--- src/rtl/rr_arb_pkg.sv ---
// Shared types and helpers for the 8-way round-robin arbiter.
// Holds the rotating priority search and the 2-to-4 decode slice.
package rr_arb_pkg;

    localparam int N_REQ = 8;
    localparam int IDX_W = 3;

    typedef enum logic {IDLE, GRANT} arb_state_t;

    typedef struct packed {
        logic             found;
        logic [IDX_W-1:0] idx;
    } pick_t;

    // Scan from the highest offset down so the lowest offset from ptr is written last and wins.
    function automatic pick_t rr_pick(input logic [N_REQ-1:0] vec, input logic [IDX_W-1:0] ptr);
        pick_t            r;
        logic [IDX_W-1:0] j;
        r = '0;
        for (int k = N_REQ - 1; k >= 0; k--) begin
            j = ptr + IDX_W'(k);
            if (vec[j]) begin
                r.found = 1'b1;
                r.idx   = j;
            end
        end
        return r;
    endfunction

    function automatic logic [3:0] dec2to4(input logic [1:0] sel, input logic en);
        logic [3:0] r;
        r      = '0;
        r[sel] = en;
        return r;
    endfunction

endpackage

--- src/rtl/dec3to8.sv ---
// Index-to-one-hot decoder built from two enabled 2-to-4 slices.
module dec3to8
    import rr_arb_pkg::*;
(
    input  logic [2:0] i,
    output logic [7:0] o
);

    // i[2] steers the shared low bits into the upper or lower half.
    assign o = {dec2to4(i[1:0], i[2]), dec2to4(i[1:0], ~i[2])};

endmodule

--- src/rtl/rr_arbiter8.sv ---
// Round-robin arbiter for 8 requesters with grant locking and optional
// forced rotation after MAX_HOLD consecutive cycles when others are waiting.
module rr_arbiter8
    import rr_arb_pkg::*;
#(
    parameter int MAX_HOLD = 4,
    parameter int CNT_W    = 4
) (
    input  logic                 clk,
    input  logic                 rst,
    input  logic [N_REQ-1:0]     req,
    output logic [N_REQ-1:0]     gnt,
    output logic [IDX_W-1:0]     gnt_idx,
    output logic                 gnt_valid,
    output logic                 preempt
);

    localparam bit               PREEMPT_EN = (MAX_HOLD > 0);
    localparam logic [CNT_W-1:0] HOLD_LAST  = CNT_W'(PREEMPT_EN ? MAX_HOLD - 1 : 0);
    localparam logic [CNT_W-1:0] HOLD_SAT   = '1;

    arb_state_t       state, state_nx;
    logic [CNT_W-1:0] hold_cnt, hold_nx;
    logic [IDX_W-1:0] ptr, ptr_nx, idx_nx;
    logic             valid_nx, preempt_nx, new_grant;
    logic [N_REQ-1:0] cand, dec_nx, gnt_nx;
    pick_t            pick;

    // NOTE: every signal assigned here gets a default first, so no path can infer a latch.
    always_comb begin
        cand       = (state == GRANT) ? (req & ~gnt) : req;
        pick       = rr_pick(cand, ptr);
        state_nx   = state;
        hold_nx    = hold_cnt;
        ptr_nx     = ptr;
        idx_nx     = gnt_idx;
        valid_nx   = gnt_valid;
        preempt_nx = 1'b0;
        new_grant  = 1'b0;

        case (state)
            IDLE: begin
                if (pick.found) new_grant = 1'b1;
            end
            GRANT: begin
                // Release is tested first so it overrides a coincident hold expiry.
                if (!req[gnt_idx]) begin
                    if (pick.found) begin
                        new_grant = 1'b1;
                    end else begin
                        state_nx = IDLE;
                        idx_nx   = '0;
                        valid_nx = 1'b0;
                        hold_nx  = '0;
                    end
                end else if (PREEMPT_EN && hold_cnt == HOLD_LAST && pick.found) begin
                    new_grant  = 1'b1;
                    preempt_nx = 1'b1;
                end else if (hold_cnt != HOLD_SAT) begin
                    hold_nx = hold_cnt + 1'b1;
                end
            end
            default: state_nx = IDLE;
        endcase

        if (new_grant) begin
            state_nx = GRANT;
            idx_nx   = pick.idx;
            valid_nx = 1'b1;
            ptr_nx   = pick.idx + 1'b1;
            hold_nx  = '0;
        end
    end

    dec3to8 u_dec (
        .i (idx_nx),
        .o (dec_nx)
    );

    assign gnt_nx = valid_nx ? dec_nx : '0;

    // NOTE: sequential state uses non-blocking assignments so all registers update together.
    always_ff @(posedge clk) begin
        if (rst) begin
            state     <= IDLE;
            hold_cnt  <= '0;
            ptr       <= '0;
            gnt       <= '0;
            gnt_idx   <= '0;
            gnt_valid <= 1'b0;
            preempt   <= 1'b0;
        end else begin
            state     <= state_nx;
            hold_cnt  <= hold_nx;
            ptr       <= ptr_nx;
            gnt       <= gnt_nx;
            gnt_idx   <= idx_nx;
            gnt_valid <= valid_nx;
            preempt   <= preempt_nx;
        end
    end

endmodule

--- config.mk ---
export PLATFORM = sky130hd
export DESIGN_NAME = rr_arbiter8
export DESIGN_NICKNAME = d
export VERILOG_FILES = /design/src/rtl/rr_arb_pkg.sv /design/src/rtl/dec3to8.sv /design/src/rtl/rr_arbiter8.sv
export SDC_FILE = /design/constraint.sdc
export NUM_CORES = 1
export LEC_CHECK = 0
export ABC_AREA = 1
export BUFFER_PORTS_ARGS = -buffer_cell sky130_fd_sc_hd__buf_2
export CAP_MARGIN = 25
export CORE_ASPECT_RATIO = 0.5
export CORE_MARGIN = 3
export CORE_UTILIZATION = 47
export CTS_BUF_LIST = sky130_fd_sc_hd__clkbuf_4 sky130_fd_sc_hd__clkbuf_8
export CTS_CLUSTER_DIAMETER = 50
export DETAILED_ROUTE_END_ITERATION = 6
export PLACE_DENSITY_LB_ADDON = 0.15
export SLEW_MARGIN = 40
export SYNTH_ARGS = -nofsm -noshare
export SYNTH_HDL_FRONTEND = slang
export SYNTH_SLANG_ARGS = --single-unit
export TNS_END_PERCENT = 5
--- constraint.sdc ---
create_clock -name clk -period 5.65 [get_ports clk]
set_clock_uncertainty 0.1 [all_clocks]
set_input_delay 0.565 -clock clk [delete_from_list [all_inputs] [get_ports clk]]
set_output_delay 0.565 -clock clk [all_outputs]
set_load 0.03 [all_outputs]
# After elaboration in Yosys (flattened, before gate mapping)
# Index checks and enable logic that the tools add are counted.
# totals
reg_bits	21
output_inout_bits	13
elab_cells	94
inputBits	10
# classes
n_eq_ne	5
order_cmp	11
n_reduce_logical	6
n_addsub	9
muxes	48
n_bitwise	8
# op_table
op	count
two-way mux 4 bit	12
< comparator 3 x 4 -> 1 bit, second input constant	9
binary-select mux 1 bit (select 3 bit)	9
two-way mux 1 bit	20
adder 3 bit, second input constant	4
two-way mux 3 bit	4
AND 4 bit	2
AND 8 bit	1
two-way mux 8 bit	1
inverter 8 bit	1
adder 3 x 1 -> 3 bit, second input constant	2
adder 3 x 2 -> 3 bit, second input constant	2
adder 4 x 1 -> 4 bit, second input constant	1
equality test 4 x 2 -> 1 bit, second input constant	1
!= test 2 x 1 -> 1 bit, second input constant	2
!= test 4 bit, second input constant	1
inverter 1 bit	4
AND reduction 4 bit	1
OR reduction 2 bit	2
< comparator 2 x 3 -> 1 bit, second input constant	1
OR reduction 3 bit	1
demux 1 bit (select 2 bit)	1
>= comparator 2 x 1 -> 1 bit, second input constant	1
logical AND 1 bit	2
other kinds (2)	2

# Longest topological paths before layout
# logic_depth
depth_word	23
depth_mapped	23
ltp_nobuf	21

# Cells and area by module
# A second synthesis with hierarchy kept.
# hier_totals
hier_cells	282
hier_area_um2	2050.7
# by_module_without_submodules
module	area_per_inst_um2	cells_per_inst	n_inst
rr_arbiter8	1994.4	267	1
dec3to8	56.3	15	1

# Worst setup path before layout
# No wires, ideal clock.
# synth_timing
path_type	register to register
from	register ptr[1]
to	register ptr[2]
period_less_slack_ps	2566
setup_slack_ps	3084
arrival_ps	2336
n_path_buf	2
path_stages_with_launch	23
path_cell_list	dfxtp_1 buf_4 inv_2 ha_1 buf_2 inv_1 nand3_1 nand3_1 nand2_2 inv_1 nand2_1 nand2_1 nand2_1 nand2_1 nand2_1 nand2_1 nand2_1 nand2_1 ha_1 nand2_1 o21ai_0 o21ai_0 nor2_1
# synth_between
elab_chain_cells	15
elab_cells_between_ends	37
cone_classes	8 x add/sub; 28 x mux; 1 x reduce/logical
# synth_lines
element	line_no	rtl
start, declared	rr_arbiter8.sv:24	logic [IDX_W-1:0] ptr, ptr_nx, idx_nx;
start signal, assigned	rr_arbiter8.sv:95	ptr <= ptr_nx;
adder 3 bit	rr_arb_pkg.sv:21	j = ptr + IDX_W'(k);
binary-select mux 1 bit (select 3 bit)	rr_arb_pkg.sv:22	if (vec[j]) begin
two-way mux 1 bit (implied by the code)	rr_arb_pkg.sv:22	
two-way mux 4 bit (7 in a row)	rr_arb_pkg.sv:22	
two-way mux 4 bit (*)	rr_arb_pkg.sv:22	
logical AND 1 bit	rr_arbiter8.sv:56	end else if (PREEMPT_EN && hold_cnt == HOLD_LAST && pick.found) begin
two-way mux 1 bit	rr_arbiter8.sv:56	
two-way mux 1 bit	rr_arbiter8.sv:47	if (!req[gnt_idx]) begin
one-hot mux 1 bit (2 select lines)	rr_arbiter8.sv:41	case (state)
# Mark *: on every way between the ends. The rest lies on a longest branch, timed or not. The select of a mux whose other input is x is not followed.
# A chain may end at the register's enable or synchronous reset.

# Final worst setup path
# layout_timing
from	register ptr[0]
to	register gnt[6]
# layout_between
elab_chain_cells	21
elab_cells_between_ends	52
cone_classes	7 x add/sub; 2 x order compare; 38 x mux; 2 x bitwise; 3 x reduce/logical
# layout_lines
element	line_no	rtl
adder 3 bit	rr_arb_pkg.sv:21	
binary-select mux 1 bit (select 3 bit)	rr_arb_pkg.sv:22	
two-way mux 1 bit (implied by the code)	rr_arb_pkg.sv:22	
two-way mux 4 bit (7 in a row)	rr_arb_pkg.sv:22	
two-way mux 4 bit (*)	rr_arb_pkg.sv:22	
logical AND 1 bit	rr_arbiter8.sv:56	
two-way mux 1 bit	rr_arbiter8.sv:56	
two-way mux 1 bit	rr_arbiter8.sv:47	
one-hot mux 1 bit (2 select lines)	rr_arbiter8.sv:41	
two-way mux 3 bit	rr_arbiter8.sv:66	if (new_grant) begin
< comparator 2 x 3 -> 1 bit (implied by the code) / >= comparator 2 x 1 -> 1 bit (equally long branches)	rr_arb_pkg.sv:33	r[sel] = en;
logical AND 1 bit (implied by the code)	rr_arb_pkg.sv:33	
two-way mux 1 bit (implied by the code)	rr_arb_pkg.sv:33	
demux 1 bit (select 2 bit)	n/a	
AND 4 bit (no line)	n/a	
end signal, assigned	rr_arbiter8.sv:96	gnt <= gnt_nx;
end, declared	rr_arbiter8.sv:12	output logic [N_REQ-1:0] gnt,
# Marked as above.

==> impl_metrics.env <==
export IMPL_status="complete, no violations"
export IMPL_synth_nets=280
export IMPL_grt_pass1_vias=1441
export IMPL_cp_cell_sequence="inv_2 > ha_1 > inv_1 > nand3_1 > nand3_1 > nand2_2 > nor3_4 > nand2_2 > o21ai_2 > nand3_1 > a21boi_2 > nor3_1"
export IMPL_clk_latency_ns=0.26
export IMPL_setup_viol=0
export IMPL_initial_core_util_pct=52.3
export IMPL_cts_root_buf="clkbuf_8"
export IMPL_cts_inserted_buffers=3
export IMPL_synth_top_area_share_pct=25.1
export IMPL_critPathLaunch="ptr[0]"
export IMPL_p_total_mw=1.30
export IMPL_core_mm2=0.00321
export IMPL_die_area_mm2=0.00437
export IMPL_netlist_top_cell_by_area="dfxtp_1"
export IMPL_worstSetupEndpointType="flop"
export IMPL_cp_slowest_cell="dfxtp_1"
export IMPL_slew_headroom_pct=59.7
export IMPL_tns_ns=0
export IMPL_startpoint_type="flop"
export IMPL_max_freq_mhz=312
export IMPL_path_common_cell="nand3_1"
export IMPL_cts_path_max_buffers=2
export IMPL_syn_to_final_growth_pct=9.84
export IMPL_rows=14
export IMPL_wl_per_cell_um=12.6
export IMPL_hold_violations=0
export IMPL_cts_tree="done"
export IMPL_num_vias=1719
export IMPL_reg2reg_depth=12
export IMPL_p_leak_nw=0.908
export IMPL_antennaDiodeCount=0
export IMPL_route_detailed_drc=0
export IMPL_drt_total_wl_mm=4.21
export IMPL_final_min_clock_period_ns=3.21
export IMPL_ctsHoldBuffers=0
export IMPL_worstMarginPinSlew_ns=0.604
export IMPL_timing_rr_start="ptr[0]"
export IMPL_drt_first_pass_iters=5
export IMPL_period_share_pct=56.8
export IMPL_hold_class="flop to flop"
export IMPL_globalplace_congestion=0.912
export IMPL_drv_cap=0
export IMPL_cts_max_level=1
export IMPL_synthDistinctLibCells=31
export IMPL_ir_worst_vdd_mv=0.313
export IMPL_synth_yosys_warnings=0
export IMPL_grt_setup_unrepaired="no"
export IMPL_n_fill_cell=314
export IMPL_slew_violations=0
export IMPL_grt_usage_pct=19.9
export IMPL_synth_main_ff_cell="dfxtp_1"
export IMPL_synth_enable_flop_cells=0
export IMPL_fin_nets=300
export IMPL_clk_pin_slew_ns=0.08
export IMPL_grt_max_degree=14
export IMPL_ys_top_cells_by_count="70 x nand2_1, 51 x nand3_1, 25 x nor2_1, 21 x dfxtp_1, 21 x inv_1"
export IMPL_p_per_area_mw_per_mm2=707
export IMPL_async_flop_share_pct=0
export IMPL_crit_fanout=13
export IMPL_die_w_um=90.5
export IMPL_ys_ff_latch=21
export IMPL_via_per_inst=5.16
export IMPL_dp_hpwl_mm=3.44
export IMPL_grt_antenna_before_repair=0
export IMPL_final_util_pct=57.5
export IMPL_synthTopCellsByArea="dfxtp_1 25%, nand2_1 16%, nand3_1 15%"
export IMPL_layout_drive_gt1_share_pct=22.8
export IMPL_post_cts_setup_buffers=0
export IMPL_overflow=0
export IMPL_critPathArrivalTime_ns=3.28
export IMPL_r2r_end="gnt[6]"
export IMPL_synth_area_per_cell_um2=6.31
export IMPL_cp_endpoint="gnt[6]"
export IMPL_synthMostInstantiatedCell="nand2_1"
export IMPL_io_buffers=22
export IMPL_syn_area_mm2=0.00168
export IMPL_r2r_setup_slack_ns=2.44
export IMPL_synthCells=266
export IMPL_ant_nets=0
export IMPL_drtIter0Drc=147
export IMPL_die_y_um=48.3
export IMPL_cts_sinks=21
export IMPL_worst_ep_required_time_ns=5.72
export IMPL_grt_pass1_wl_mm=6.88
export IMPL_io_pin_count=23
export IMPL_critical_path_class="flop to flop"
export IMPL_ctsResizeCount=0
export IMPL_synth_yosys_seq_area_share_pct=25.1
export IMPL_crit_path_max_incr_delay_ns=0.61
==> worst min-delay path by stage <==
stage	startpoint	end	slack (ns)	cells past startpoint
floorplan	hold_cnt[0]	hold_cnt[0]	0.37	2
global placement	hold_cnt[0]	hold_cnt[0]	0.38	2
detailed placement	hold_cnt[0]	hold_cnt[0]	0.40	2
CTS	hold_cnt[0]	hold_cnt[0]	0.41	2
global route	hold_cnt[0]	hold_cnt[0]	0.45	2
finish	hold_cnt[0]	hold_cnt[0]	0.40	2
==> cell usage in the layout (no fill, tap or decap) <==
master,n
o221ai_1,2
a31oi_1,1
buf_2,22
ha_1,4
or2_0,1
nor3_1,6
nand3_2,8
inv_2,10
dfxtp_1,21
clkinvlp_4,1
clkbuf_8,3
a21boi_2,1
nand3_1,51
o31ai_1,1
a21oi_4,1
or2_4,1
nand2_2,9
nor3_4,1
o21ai_2,2
nor2_1,25
o21ai_0,8
nand2_4,1
a21oi_1,7
xnor2_2,2
nor2_2,2
o21ai_1,1
inv_1,21
xor2_1,1
nand2_1,70
inv_4,1
==> flip-flops by register name (all words and copies together), names as in the netlist <==
register / flops
gnt: 8
gnt_valid: 1
hold_cnt: 4
gnt_idx: 3
ptr: 3
preempt: 1
state: 1
==> area by class of cell <==
cell class | count | area (um^2) | area share [%]
timing repair buffer | 22 | 110 | 5.97
sequential | 21 | 420 | 22.8
tap | 48 | 60.1 | 3.26
multi-input combinational | 206 | 1080 | 58.7
clock buffer | 3 | 41.3 | 2.24
clock inverter | 1 | 7.51 | 0.407
inverter | 32 | 123 | 6.65
==> metrics by stage <==
stage	hold slack (ns)	setup slack (ns)	cells	cell area [um^2]
2_1_floorplan	0.372	3.08	266	1680
3_3_place_gp	0.384	2.51	329	1790
3_5_place_dp	0.398	2.53	329	1790
4_1_cts	0.407	2.50	333	1840
5_1_grt	0.448	2.17	333	1840
6_report	0.405	2.44	333	1840
==> worst max-delay path, delay by kind of cell, from the launching register on <==
kind / cells / cell delay, ns
fa+ha+maj: 1 / 0.44
simple gates: 7 / 1.16
flops: 1 / 0.61
buf+inv: 2 / 0.35
compound gates: 2 / 0.47
==> layer usage <==
layer / global-route usage, % / wire length (um)
met1: 29.9 / 2110
met2: 31.3 / 1790
met3: 2.93 / 297
met4: 2.74 / 7
met5: 0 / 0
==> power by group <==
part	switching, mW	internal, mW	leakage (nW)
Sequential	0.0506	0.185	0.172
Clock	0.0492	0.0498	0.0217
Combinational	0.655	0.314	0.715
Total	0.755	0.549	0.908
==> cell families (layout without fill, tap and decap cells) <==
group | Yosys count | count (layout) | synth area share [%]
AOI/OAI and AO/OA | 24 | 24 | 9.32
DFF | 21 | 21 | 25.1
xor gates and xnor gates | 3 | 3 | 2.46
and+or+nand+nor | 175 | 175 | 49.7
adders and majority gates | 4 | 4 | 2.98
buffers and inverters | 39 | 58 | 10.5
(Power assumes the default switching activity.)
